File: src/rtl/regfile_access_arbiter.sv
// Round-robin sharing of one register file (write port + read port A) between NREQ requesters.
// Grant is combinational, issue is 1 cycle later, read data returns 2 cycles after grant; requesters hold req until granted.
module regfile_access_arbiter #(
   parameter int NREQ         = 4,
   parameter int AW           = 5,
   parameter int DW           = 32,
   parameter int ZERO_PROTECT = 0
) (
   input  logic               clk,
   input  logic               rst_n,
   input  logic [NREQ-1:0]    req,
   input  logic [NREQ-1:0]    req_we,
   input  logic [NREQ*AW-1:0] req_addr,
   input  logic [NREQ*DW-1:0] req_wdata,
   output logic [NREQ-1:0]    gnt,
   output logic [NREQ-1:0]    rvalid,
   output logic [DW-1:0]      rdata,
   output logic [AW-1:0]      rf_address_w,
   output logic               rf_enable_w,
   output logic [DW-1:0]      rf_in,
   output logic [AW-1:0]      rf_address_a,
   output logic               rf_enable_a,
   output logic [AW-1:0]      rf_address_b,
   output logic               rf_enable_b,
   input  logic [DW-1:0]      rf_out_a
);

   logic [2:0]      rr_ptr_q, rr_ptr_d;
   logic [7:0]      req8, gnt8;
   logic [3:0]      idx;
   logic            gnt_any;
   logic [2:0]      gnt_idx;
   logic            sel_we;
   logic [AW-1:0]   sel_addr;
   logic [DW-1:0]   sel_wdata;
   logic            we_q, we_d, re_q, re_d;
   logic [AW-1:0]   wa_q, wa_d, ra_q, ra_d;
   logic [DW-1:0]   wd_q, wd_d;
   logic [2:0]      tag_q, tag_d;
   logic [NREQ-1:0] rvalid_q, rvalid_d;

   // Requests are padded to 8 so the rotating search index never selects out of range.
   always_comb begin
      req8 = '0;
      req8[NREQ-1:0] = req;
      gnt8 = '0;
      gnt_any = 1'b0;
      gnt_idx = '0;
      idx = '0;
      for (int k = 0; k < NREQ; k++) begin
         idx = {1'b0, rr_ptr_q} + 4'(k);
         if (idx >= 4'(NREQ)) idx = idx - 4'(NREQ);
         if (!gnt_any && rst_n && req8[idx[2:0]]) begin
            gnt_any = 1'b1;
            gnt_idx = idx[2:0];
            gnt8[idx[2:0]] = 1'b1;
         end
      end
   end

   assign gnt = gnt8[NREQ-1:0];

   always_comb begin
      sel_we = 1'b0;
      sel_addr = '0;
      sel_wdata = '0;
      for (int i = 0; i < NREQ; i++) begin
         if (gnt8[i]) begin
            sel_we = req_we[i];
            sel_addr = req_addr[i*AW +: AW];
            sel_wdata = req_wdata[i*DW +: DW];
         end
      end
   end

   always_comb begin
      rr_ptr_d = rr_ptr_q;
      if (gnt_any) rr_ptr_d = (gnt_idx == 3'(NREQ-1)) ? 3'd0 : gnt_idx + 3'd1;
      // A protected write to address 0 still consumes its grant but never enables the RF.
      we_d = gnt_any && sel_we && !((ZERO_PROTECT != 0) && (sel_addr == '0));
      wa_d = wa_q;
      wd_d = wd_q;
      if (gnt_any && sel_we) begin
         wa_d = sel_addr;
         wd_d = sel_wdata;
      end
      re_d = gnt_any && !sel_we;
      ra_d = ra_q;
      tag_d = tag_q;
      if (re_d) begin
         ra_d = sel_addr;
         tag_d = gnt_idx;
      end
      rvalid_d = '0;
      for (int i = 0; i < NREQ; i++) rvalid_d[i] = re_q && (tag_q == 3'(i));
   end

   always_ff @(posedge clk or negedge rst_n) begin
      if (!rst_n) begin
         rr_ptr_q <= '0;
         we_q     <= 1'b0;
         re_q     <= 1'b0;
         wa_q     <= '0;
         wd_q     <= '0;
         ra_q     <= '0;
         tag_q    <= '0;
         rvalid_q <= '0;
      end else begin
         rr_ptr_q <= rr_ptr_d;
         we_q     <= we_d;
         re_q     <= re_d;
         wa_q     <= wa_d;
         wd_q     <= wd_d;
         ra_q     <= ra_d;
         tag_q    <= tag_d;
         rvalid_q <= rvalid_d;
      end
   end

   assign rf_enable_w  = we_q;
   assign rf_address_w = wa_q;
   assign rf_in        = wd_q;
   assign rf_enable_a  = re_q;
   assign rf_address_a = ra_q;
   assign rf_enable_b  = 1'b0;
   assign rf_address_b = '0;
   assign rvalid       = rvalid_q;
   assign rdata        = rf_out_a;

endmodule

File: config.mk
export PLATFORM = sky130hd
export DESIGN_NAME = regfile_access_arbiter
export DESIGN_NICKNAME = d
export VERILOG_FILES = /design/src/rtl/regfile_access_arbiter.sv
export SDC_FILE = /design/constraint.sdc
export NUM_CORES = 1
export LEC_CHECK = 0
export ABC_AREA = 1
export CORE_ASPECT_RATIO = 1.75
export CORE_UTILIZATION = 34
export CTS_CLUSTER_DIAMETER = 150
export DETAILED_ROUTE_END_ITERATION = 8
export HOLD_SLACK_MARGIN = 0.06
export MAX_ROUTING_LAYER = met4
export PLACE_DENSITY = 0.79
export SLEW_MARGIN = 5
export SYNTH_ARGS = -nofsm -noshare
export SYNTH_HDL_FRONTEND = slang
export SYNTH_SLANG_ARGS = --single-unit
export TNS_END_PERCENT = 30
File: constraint.sdc
create_clock -name clk -period 2.49 [get_ports clk]
set_input_delay 0.249 -clock clk [delete_from_list [all_inputs] [get_ports clk]]
set_output_delay 0.249 -clock clk [all_outputs]
set_load 0.03 [all_outputs]
After elaboration in Yosys (flattened, before gate mapping)
Cells that the tools add are included.
{ "op_classes": {"n_addsub": 8, "order_cmp": 12, "n_eq_ne": 4, "mux": 45, "bitwise": 3, "reduce_logical": 22} }
{ "ops": {"columns": ["cell", "n"], "rows": [
  ["2-to-1 mux 32 bit", 4],
  ["2-to-1 mux 3 bit", 9],
  ["2-to-1 mux 5 bit", 4],
  ["logical AND 1 bit", 17],
  ["< comparator 3 x 4 -> 1 bit (second input constant)", 4],
  ["2-to-1 mux 1 bit", 16],
  ["2-to-1 mux 4 bit", 4],
  ["binary-select mux 1 bit (select 3 bit)", 4],
  ["demux 1 bit (select 3 bit)", 4],
  ["greater-or-equal comparator 3 x 1 -> 1 bit (second input constant)", 4],
  ["greater-or-equal comparator 4 x 3 -> 1 bit (second input constant)", 3],
  ["OR 4 bit", 3],
  ["subtractor 3 bit (second input constant)", 4],
  ["== test 3 x 2 -> 1 bit (second input constant)", 3],
  ["adder 3 x 2 -> 4 bit (second input constant)", 2],
  ["adder 3 x 1 -> 4 bit (second input constant)", 1],
  ["zero test 1 bit", 4],
  ["adder 3 x 1 -> 3 bit (second input constant)", 1],
  ["== test 3 x 1 -> 1 bit (second input constant)", 1],
  ["greater-or-equal comparator 3 bit (second input constant)", 1],
  ["zero test 3 bit", 1]
]} }
{ "word_totals": {"ff_bits": 54, "input_bits": 190, "output_inout_bits": 90, "word_cells": 102} }

Logic depth before layout (Yosys ltp)
Gate-level depths: netlist (run 1).
{ "logic_depth": {"ltp_word": 24, "mapped_depth": 22} }

Worst setup path after synthesis (run 1)
No wires, ideal clock.
{ "synth_timing": {"kind": "register to register", "start": "reg rr_ptr_q[0]", "end": "reg wd_q[0] (netlist: rf_in[0])", "setup_time_ps": 65, "t_arrival_ps": 2627, "required_time_ps": 2425, "path_slack_ps": -202, "path_stages_with_launch": 20, "path_cell_list": "dfrtp_1 buf_4 inv_4 buf_6 ha_1 inv_1 nand3_1 nand3_2 nor2_2 nand2_1 nand2_1 a21oi_2 nand2_4 clkbuf_1 a21oi_1 nand2_1 nand2_1 nand2_1 nand2_1 nand2_1"} }
{ "synth_rtl": {"columns": ["item", "line_no", "source"], "rows": [
  ["from (decl)", "28", "logic [2:0] rr_ptr_q, rr_ptr_d;"],
  ["from (signal assigned)", "109", "rr_ptr_q <= rr_ptr_d;"],
  ["branches (longest 17 deep; another with adder 3 x 1 -> 4 bit)", null, null],
  ["2-to-1 mux 4 bit *", "53", "if (!gnt_any && rst_n && req8[idx[2:0]]) begin"],
  ["net gnt[2]", "15", "output logic [NREQ-1:0] gnt,"],
  ["2-to-1 mux 1 bit (2 in a row)", "68", "if (gnt8[i]) begin"],
  ["logical AND 1 bit", "83", "if (gnt_any && sel_we) begin"],
  ["to (signal assigned)", "113", "wd_q <= wd_d;"],
  ["to (decl)", "38", "logic [DW-1:0] wd_q, wd_d;"]
]} }
Mark *: on every way through the listed nets, which the timed path passes. The select of a mux whose other input is x is not followed.
A chain may end at the register's enable or synchronous reset.

Final worst setup path (run 1)
{ "layout_timing": {"start": "reg rr_ptr_q[1]", "end": "reg wd_q[2] (netlist: rf_in[2])"} }
{ "layout_between": {"elab_chain_len": 23} }
{ "layout_lines": {"columns": ["item"], "rows": [
  ["branches (longest 23 deep; another with adder 3 x 1 -> 4 bit)"]
]} }
Several ways; the timed one is not identified. The select of a mux whose other input is x is not followed.

==> out/qor.log, run 1 <==
INFO  worst_setup_path critPathKind=reg2reg
INFO  timing         timing.final.max_slew_violations=0
INFO  power          power-per-cell-area=1566nW/um^2
INFO  timing         timing_hold_violations_final=0
INFO  detailed_routing route.detailed.drc=0
INFO  yosys          netlist_area_before_placement=4307um^2
INFO  worst_setup_path rrSetupSlack=-0.05ns
INFO  place          preCtsSetupSlack=-0.4501ns
INFO  yosys          netlist-cell-type-count=31
INFO  timing         fmax=393.5MHz
INFO  worst_setup_path timing.critical_path.from_type=flip-flop
INFO  cts            clk_path_buf_depth=2
INFO  timing         final-setup-viol-count=43
INFO  cts            cts_buffers=5
INFO  cts            clkTransAtPathRegs=0.08ns
INFO  floorplan      design.die.area=13140um^2
INFO  worst_setup_path crit_path_end_kind=flip-flop
INFO  cts            cts_sinks=54
INFO  yosys          yosys.area.top_type_share=31.38%
INFO  yosys          syn_inst_count=711
INFO  timing         slew-limit-headroom=64.92%
INFO  grt            grt_start_max_net_pins=46
INFO  timing         final.setup.worst_slack=-0.05114ns
INFO  detailed_routing route.detailed.vias_per_inst=5.029
INFO  detailed_routing drt.antenna.violating_nets=0
INFO  cts            cts_htree_levels=2
INFO  layout         total_nets_final=1120
INFO  grt            global_route.overflow_total=0
INFO  floorplan      floorplan.die.width=87.08um
INFO  worst_setup_path critPathMaxStageDelay=0.39ns
INFO  yosys          largest_cells_by_area_after_synthesis=sky130_fd_sc_hd__dfrtp_1 (31%), sky130_fd_sc_hd__nand2_1 (28%), sky130_fd_sc_hd__nor2_1 (7.9%), sky130_fd_sc_hd__buf_4 (7.0%), sky130_fd_sc_hd__nand3_1 (6.5%)
INFO  detailed_routing drtIter0Drc=277
INFO  floorplan      die_height=150.9um
INFO  worst_setup_path rr_startpoint=rr_ptr_q[1]
INFO  outcome        violations_in_the_final_reports=negative setup slack
INFO  worst_setup_path r2r.worst_path.cells=18
INFO  worst_setup_path path_buf_inv=5
INFO  timing         worst-slew-pin-transition=0.5262ns
INFO  layout         flow.area_growth_from_synthesis=78.94%
INFO  worst_setup_path critPathCapture=rf_in[2]
INFO  outcome        status=finished, violations left
INFO  yosys          yosysWarningCount=0
INFO  grt            groute.usage.overall=28.05%
INFO  cts            clk_latency_worst_skew_pair=0.30ns
INFO  grt            via_count_of_the_first_global_routing_pass=5136
INFO  floorplan      placement_rows=54
INFO  place          port_buffers=209
INFO  flow_run       max_capacitance_violation_count=0
INFO  yosys          postSynth.asyncResetShare=100.0%
INFO  floorplan      core_area=12430um^2
INFO  cts            tritoncts=done
INFO  timing         setup_total_negative_slack=-0.7484ns
INFO  worst_setup_path critical_path_required=2.68ns
INFO  yosys          post_synthesis_register_bit_count=54
INFO  place          placed_cell_count=1056
INFO  worst_setup_path startpoint=rr_ptr_q[1]
INFO  cts            cts.root.buffer_cell=sky130_fd_sc_hd__clkbuf_16
INFO  worst_setup_path critPathMostFrequentCell=sky130_fd_sc_hd__nor2_4
INFO  worst_setup_path critical_path.slowest_cell=sky130_fd_sc_hd__dfrtp_1
INFO  floorplan      io_pins=280
INFO  worst_setup_path crit_fanout=6
INFO  detailed_routing finalWirelength=19050um
INFO  yosys          synthMostInstantiatedCell=sky130_fd_sc_hd__nand2_1
INFO  yosys          library_cell_occupying_the_most_area_in_the_post_synthesis_netlist=sky130_fd_sc_hd__dfrtp_1
INFO  grt            number_of_antenna_violations_at_the_first_check_in_global_routing=1
INFO  timing         unrepaired_setup_endpoints_after_global_routing=true
INFO  place          globalplace.congestion=0.9499
INFO  yosys          synth_ff_type=sky130_fd_sc_hd__dfrtp_1
INFO  layout         post_route_cells_drive_above_1_share=21.25%
INFO  yosys          synth_seq_area_share=31.38%
INFO  timing         skew=0.007909ns
INFO  detailed_routing vias=5512
INFO  yosys          syn-mean-instance-area=6.057um^2
INFO  worst_setup_path arrival=2.73ns
INFO  detailed_routing route.detailed.wl_per_inst=17.38um
INFO  timing         period_needed=2.541ns
INFO  timing         post_route_fraction_of_the_period_consumed_by_the_critical_path=102.1%
INFO  power          largest_vdd_supply_drop=0.6962mV
INFO  timing         fin_worst_hold_slack=0.1728ns
INFO  place          hpwl=11710um
INFO  worst_setup_path worstReg2RegEnd=rf_in[2]
INFO  detailed_routing detail_route.first_pass.iterations=4
INFO  worst_setup_path critical_path.cell_chain=inv_2, ha_4, inv_4, nand3_4, nand3_4, nor2_4, nand2_1, nand3_1, a21oi_2, buf_4, nor2_4, nor2_2, nor2_4, buf_12, nor2_4, buf_6, nand2_1, nand2_2
INFO  worst_setup_path critical-path-top-delay-family=simple AND/OR/NAND/NOR gates
INFO  yosys          leading_cell_types_by_count_after_synthesis=sky130_fd_sc_hd__nand2_1 (319), sky130_fd_sc_hd__nor2_1 (91), sky130_fd_sc_hd__nand3_1 (56), sky130_fd_sc_hd__dfrtp_1 (54), sky130_fd_sc_hd__a21oi_1 (45)
INFO  layout         fin_cells=1096
INFO  yosys          synth_enable_flop_cells=0
INFO  power          static-leakage-power=3.769nW
INFO  floorplan      initial_utilization=34.64%
INFO  grt            grt_pass1_wl=26590um
INFO  worst_setup_path cp_num_cells=18
INFO  hold_path      hold_path_class=in2async
-- through the flow --
step	total power, mW	util (%)	area, um^2
2_1_floorplan	6.009	-	4345
3_3_place_gp	8.109	52.04	6470
3_5_place_dp	8.213	52.04	6470
4_1_cts	10.39	57.44	7141
5_1_grt	12.88	61.99	7706
6_report	12.07	61.99	7706
-- power by group --
part	switching, mW	internal [mW]	total, mW
sequential	0.164	1.20	1.37
combinational	5.68	4.28	9.96
clock	0.355	0.386	0.741
total	6.19	5.87	12.1
-- flip-flops by register name (all words and copies together), names as in the netlist --
signal	cells
rf_address_w	5
rvalid	4
rf_enable_a	1
rf_enable_w	1
rf_in	32
rr_ptr_q	3
tag_q	3
rf_address_a	5
-- worst register-to-register path, delay by kind of cell, from the launching register on --
family | cells | cell delay, ns
compound gates | 1 | 0.05
fa+ha+maj | 1 | 0.32
buf+inv | 5 | 0.56
flops | 1 | 0.39
simple gates | 11 | 1.13
-- routing by layer --
metal | global-route usage [%] | part of all wire (%)
met5 | - | 0
met4 | 20.67 | 7.0
met3 | 3.597 | 5.5
met2 | 49.09 | 54
met1 | 28.14 | 33
-- cells by family (layout without fill, tap and decap cells) --
kind of cell	count (synthesis)	after routing	synth area share, %
AOI/OAI and AO/OA	51	51	6.188
and+or+nand+nor	487	490	46.08
other	1	7	0.08708
buffers and inverters	114	322	15.11
DFF	54	54	31.38
adders and majority gates	4	4	1.162
-- cell type report --
| cell class | instances | area (um^2) |
|---|---|---|
| flip-flops and latches | 54 | 1353 |
| well taps | 168 | 210.2 |
| diodes | 1 | 2.502 |
| clock inverters | 3 | 28.78 |
| fillers | 1155 | 4726 |
| clock buffers | 5 | 125.1 |
| repair buffers | 276 | 3017 |
| inverters | 38 | 156.4 |
| multi-input cells | 551 | 2814 |
-- cells in the final DEF (no fill, tap or decap), drive strengths merged, types with 5 or more instances in the layout --
| master | instances |
|---|---|
| conb | 6 |
| buf | 64 |
| dfrtp | 54 |
| nand4 | 5 |
| a21oi | 46 |
| clkbuf | 9 |
| nor2 | 97 |
| nand3 | 58 |
| nand2 | 325 |
| inv | 39 |
| clkdlybuf4s50 | 204 |
-- how the worst min path moves through the flow --
stage	to	slack (ns)	cells after the start	start
6_report	rf_address_a[2]	0.17	2	rst_n
5_1_grt	rf_address_a[2]	0.22	2	rst_n
4_1_cts	rvalid[3]	0.19	2	rst_n
3_5_place_dp	rf_in[2]	0.35	2	rst_n
3_3_place_gp	rf_in[2]	0.35	2	rst_n
2_1_floorplan	rf_address_a[0]	-0.05	0	rst_n
-- repair_timing --
action                     in CTS  in global routing
hold endpoints to repair       13                  0
buffers inserted               10                  7
hold buffers                    1                  0
gates cloned                   10                  4
pin swaps                      15                 56
setup endpoints to repair      49                 52
gates resized for setup        43                114
No activity file was read; power rests on OpenSTA's default activity.
==> run 2: changes to the inputs <==
--- a/config.mk
+++ b/config.mk
@@ -10,7 +10,7 @@
 export CORE_UTILIZATION = 34
 export CTS_CLUSTER_DIAMETER = 150
 export DETAILED_ROUTE_END_ITERATION = 8
-export HOLD_SLACK_MARGIN = 0.06
+export HOLD_SLACK_MARGIN = 0.12
 export MAX_ROUTING_LAYER = met4
 export PLACE_DENSITY = 0.79
 export SLEW_MARGIN = 5
==> constraint.sdc (replaced) <==
create_clock -name clk -period 2.49 [get_ports clk]
set_input_delay 0.6225 -clock clk [delete_from_list [all_inputs] [get_ports clk]]
set_output_delay 0.6225 -clock clk [all_outputs]
set_load 0.03 [all_outputs]
==> run 2 against run 1 <==
  * The flow still finishes with violations (negative setup slack)
  * Cell area down 2.6%
  * Sequential power about the same
  * Setup slack worse by 0.12 ns
  * Largest cell class unchanged
  * Highest routed layer unchanged
==> out/qor.log, run 2 (same netlist as run 1, synthesis figures left out) <==
INFO  place          globalplace.congestion=0.9152 [was 0.9499]
INFO  layout         largest_reg_flops=32 [unchanged]
INFO  flow_run       max_capacitance_violation_count=0 [unchanged]
INFO  outcome        status=finished, violations left [unchanged]
INFO  layout         insertedDiodeCount=0 [was 1]
INFO  power          comb_pwr_share=81.3% [was 82.5%]
INFO  power          power.share.switching=50.25% [was 51.34%]
INFO  grt            via_count_of_the_first_global_routing_pass=5028 [was 5136]
INFO  timing         post_route_fraction_of_the_period_consumed_by_the_critical_path=106.8% [was 102.1%]
INFO  worst_setup_path timing.critical_path.from_type=flip-flop [unchanged]
INFO  worst_setup_path arrival=2.04ns [was 2.73 ns]
INFO  worst_setup_path crit_fanout=5 [was 6]
INFO  timing         skew=0.002992ns [was 0.007909 ns]
INFO  floorplan      initial_utilization=34.64% [unchanged]
INFO  detailed_routing drt.antenna.violating_nets=0 [unchanged]
INFO  timing         setup_total_negative_slack=-2.971ns [was -0.7484 ns]
INFO  power          p_sw=5.697mW [was 6.195 mW]
INFO  grt            grt_start_max_net_pins=45 [was 46]
INFO  timing         period_needed=2.661ns [was 2.541 ns]
INFO  layout         area_of_combinational_cells_with_multiple_inputs=2629um^2 [was 2814 um^2]
INFO  detailed_routing route.detailed.vias_per_inst=4.852 [was 5.029]
INFO  place          hpwl=12910um [was 11710 um]
INFO  detailed_routing drtIter0Drc=293 [was 277]
INFO  worst_setup_path crit_path_end_kind=primary output [was flip-flop]
INFO  detailed_routing detail_route.first_pass.iterations=4 [unchanged]
INFO  grt            global_route.overflow_total=0 [unchanged]
INFO  power          p_int=5.640mW [was 5.872 mW]
INFO  floorplan      io_pins=280 [unchanged]
INFO  timing         unrepaired_setup_endpoints_after_global_routing=true [unchanged]
INFO  layout         layout.cells.most_common=sky130_fd_sc_hd__nand2_1 [unchanged]
INFO  cts            clkTransAtPathRegs=0.07ns [was 0.08 ns]
INFO  detailed_routing finalWirelength=18080um [was 19050 um]
INFO  power          power.share.clock=6.6% [was 6.1%]
INFO  layout         area.sequential=1353um^2 [unchanged]
INFO  cts            clk_path_buf_depth=2 [unchanged]
INFO  outcome        violations_in_the_final_reports=negative setup slack [unchanged]
INFO  power          report.power.total=11.34mW [was 12.07 mW]
INFO  layout         total_nets_final=1130 [was 1120]
INFO  timing         slew-limit-headroom=60.94% [was 64.92%]
INFO  layout         flow.area_growth_from_synthesis=74.29% [was 78.94%]
INFO  detailed_routing vias=5361 [was 5512]
INFO  floorplan      design.die.area=13140um^2 [unchanged]
INFO  timing         final-setup-viol-count=46 [was 43]
INFO  timing         final.setup.worst_slack=-0.1705ns [was -0.05114 ns]
INFO  layout         final_core_util=60.38% [was 61.99%]
INFO  power          largest_vdd_supply_drop=0.6416mV [was 0.6962 mV]
INFO  power          pwr-share-seq=12.1% [was 11.3%]
INFO  hold_path      hold_path_class=in2async [unchanged]
INFO  worst_setup_path critPathKind=reg2out [was reg2reg]
INFO  worst_setup_path rr_startpoint=rr_ptr_q[1] [unchanged]
INFO  floorplan      placement_rows=54 [unchanged]
INFO  power          static-leakage-power=3.751nW [was 3.769 nW]
INFO  timing         worst-slew-pin-transition=0.5860ns [was 0.5262 ns]
INFO  floorplan      core_area=12430um^2 [unchanged]
INFO  grt            number_of_antenna_violations_at_the_first_check_in_global_routing=0 [was 1]
INFO  layout         nFillCells=1180 [was 1155]
INFO  detailed_routing route.detailed.wl_per_inst=16.36um [was 17.38 um]
INFO  timing         timing.final.max_slew_violations=0 [unchanged]
INFO  cts            tritoncts=done [unchanged]
INFO  cts            cts_buffers=5 [unchanged]
INFO  grt            grt_pass1_wl=24930um [was 26590 um]
INFO  timing         timing_hold_violations_final=0 [unchanged]
INFO  power          power-per-cell-area=1510nW/um^2 [was 1566 nW/um^2]
INFO  layout         post_route_cells_drive_above_1_share=17.29% [was 21.25%]
INFO  floorplan      floorplan.die.width=87.08um [unchanged]
INFO  cts            cts_htree_levels=2 [unchanged]
INFO  grt            groute.usage.overall=25.86% [was 28.05%]
INFO  cts            clk_latency_worst_skew_pair=0.30ns [about the same]
INFO  cts            hold_buffer_count_at_cts=0 [was 1]
INFO  cts            cts_sinks=54 [unchanged]
INFO  cts            cts.root.buffer_cell=sky130_fd_sc_hd__clkbuf_16 [unchanged]
INFO  worst_setup_path r2r.worst_path.cells=17 [was 18]
INFO  worst_setup_path rrSetupSlack=-0.09ns [was -0.05 ns]
INFO  layout         commonest_non_fill_non_tap_cells_in_the_layout=sky130_fd_sc_hd__nand2_1 (303), sky130_fd_sc_hd__clkdlybuf4s50_1 (200), sky130_fd_sc_hd__nor2_1 (86) [was sky130_fd_sc_hd__nand2_1 (274), sky130_fd_sc_hd__clkdlybuf4s50_1 (204), sky130_fd_sc_hd__nor2_1 (81)]
INFO  worst_setup_path worstReg2RegEnd=rf_in[13] [was rf_in[2]]
INFO  place          port_buffers=209 [unchanged]
INFO  floorplan      die_height=150.9um [unchanged]
INFO  timing         fmax=375.9MHz [was 393.5 MHz]
INFO  detailed_routing route.detailed.drc=0 [unchanged]
INFO  worst_setup_path critical_path_required=1.87ns [was 2.68 ns]
==> run 2: changes by cell type in the layout (fill, tap and decap cells not counted), moves of 5 or more <==
| cell | change |
|---|---|
| sky130_fd_sc_hd__nor2_1 | +5 |
| sky130_fd_sc_hd__nand2_2 | -25 |
| sky130_fd_sc_hd__a21oi_1 | +16 |
| sky130_fd_sc_hd__nor2_2 | -7 |
| sky130_fd_sc_hd__buf_6 | +7 |
| sky130_fd_sc_hd__a21oi_2 | -15 |
| sky130_fd_sc_hd__buf_4 | +12 |
| sky130_fd_sc_hd__nand2_1 | +29 |
==> run 2: timing repair <==
action	CTS	global route
cloned	0	8
setup buffers	7	7
hold endpoints to repair	0	0
resized for setup	28	65
setup endpoints to repair	51	51
pin swaps	13	16
==> run 2: critical path, stage by stage, from the launching register on <==
cell and delay [ns]:
sky130_fd_sc_hd__dfrtp_1 0.42, sky130_fd_sc_hd__inv_2 0.08, sky130_fd_sc_hd__ha_4 0.31, sky130_fd_sc_hd__inv_4 0.05, sky130_fd_sc_hd__nand3_4 0.06, sky130_fd_sc_hd__nand3_4 0.13
sky130_fd_sc_hd__nor2_4 0.20, sky130_fd_sc_hd__nand2_1 0.07, sky130_fd_sc_hd__nand2_1 0.08, sky130_fd_sc_hd__a31oi_2 0.06, sky130_fd_sc_hd__nand2_4 0.14, sky130_fd_sc_hd__buf_6 0.14
==> run 2: worst max path at each step <==
stage	from	end	slack (ns)	cells past startpoint
global route	rr_ptr_q[1]	gnt[3]	-0.23	11
finish	rr_ptr_q[1]	gnt[3]	-0.17	11
global placement	req[2]	gnt[0]	-0.44	10
detailed placement	req[2]	gnt[0]	-0.45	10
CTS	rr_ptr_q[0]	gnt[2]	-0.11	9
floorplan	rr_ptr_q[0]	gnt[3]	-0.01	13
==> run 2: layer usage <==
metal | up-vias | routed length, um | track usage [%]
met3 | 98 | 890 | 4.142
met1 | 2440 | 6336 | 26.15
met5 | - | 0 | -
met2 | 219 | 9567 | 44.61
li1 | 2604 | - | -
met4 | 0 | 1288 | 18.67
==> run 2: final cells by class <==
cell class,count,area share (%)
well taps,168,2.800
clock inverters,3,0.3501
flip-flops and latches,54,18.02
multi-input cells,548,35.02
repair buffers,289,40.07
clock buffers,5,1.667
inverters,38,2.067
==> run 2: metrics by stage <==
step           cells  worst slack (ns)  area (um^2)  hold WS, ns
2_1_floorplan    716          -0.01441         4402       0.3269
6_report        1105           -0.1705         7506       0.4253
4_1_cts         1091           -0.1083         7003       0.4321
5_1_grt         1105           -0.2328         7506       0.4494
3_3_place_gp    1076           -0.4406         6714       0.4526
3_5_place_dp    1076           -0.4507         6714       0.4576
==> run 2: power by group through the flow <==
| stage | clock network [mW] | logic (mW) | registers, mW |
|---|---|---|---|
| floorplan | 0 | 4.27 | 1.85 |
| global placement | 0 | 7.33 | 1.37 |
| detailed placement | 0 | 7.41 | 1.38 |
| CTS | 0.762 | 7.73 | 1.37 |
| global route | 0.795 | 9.96 | 1.41 |
| finish | 0.750 | 9.21 | 1.37 |
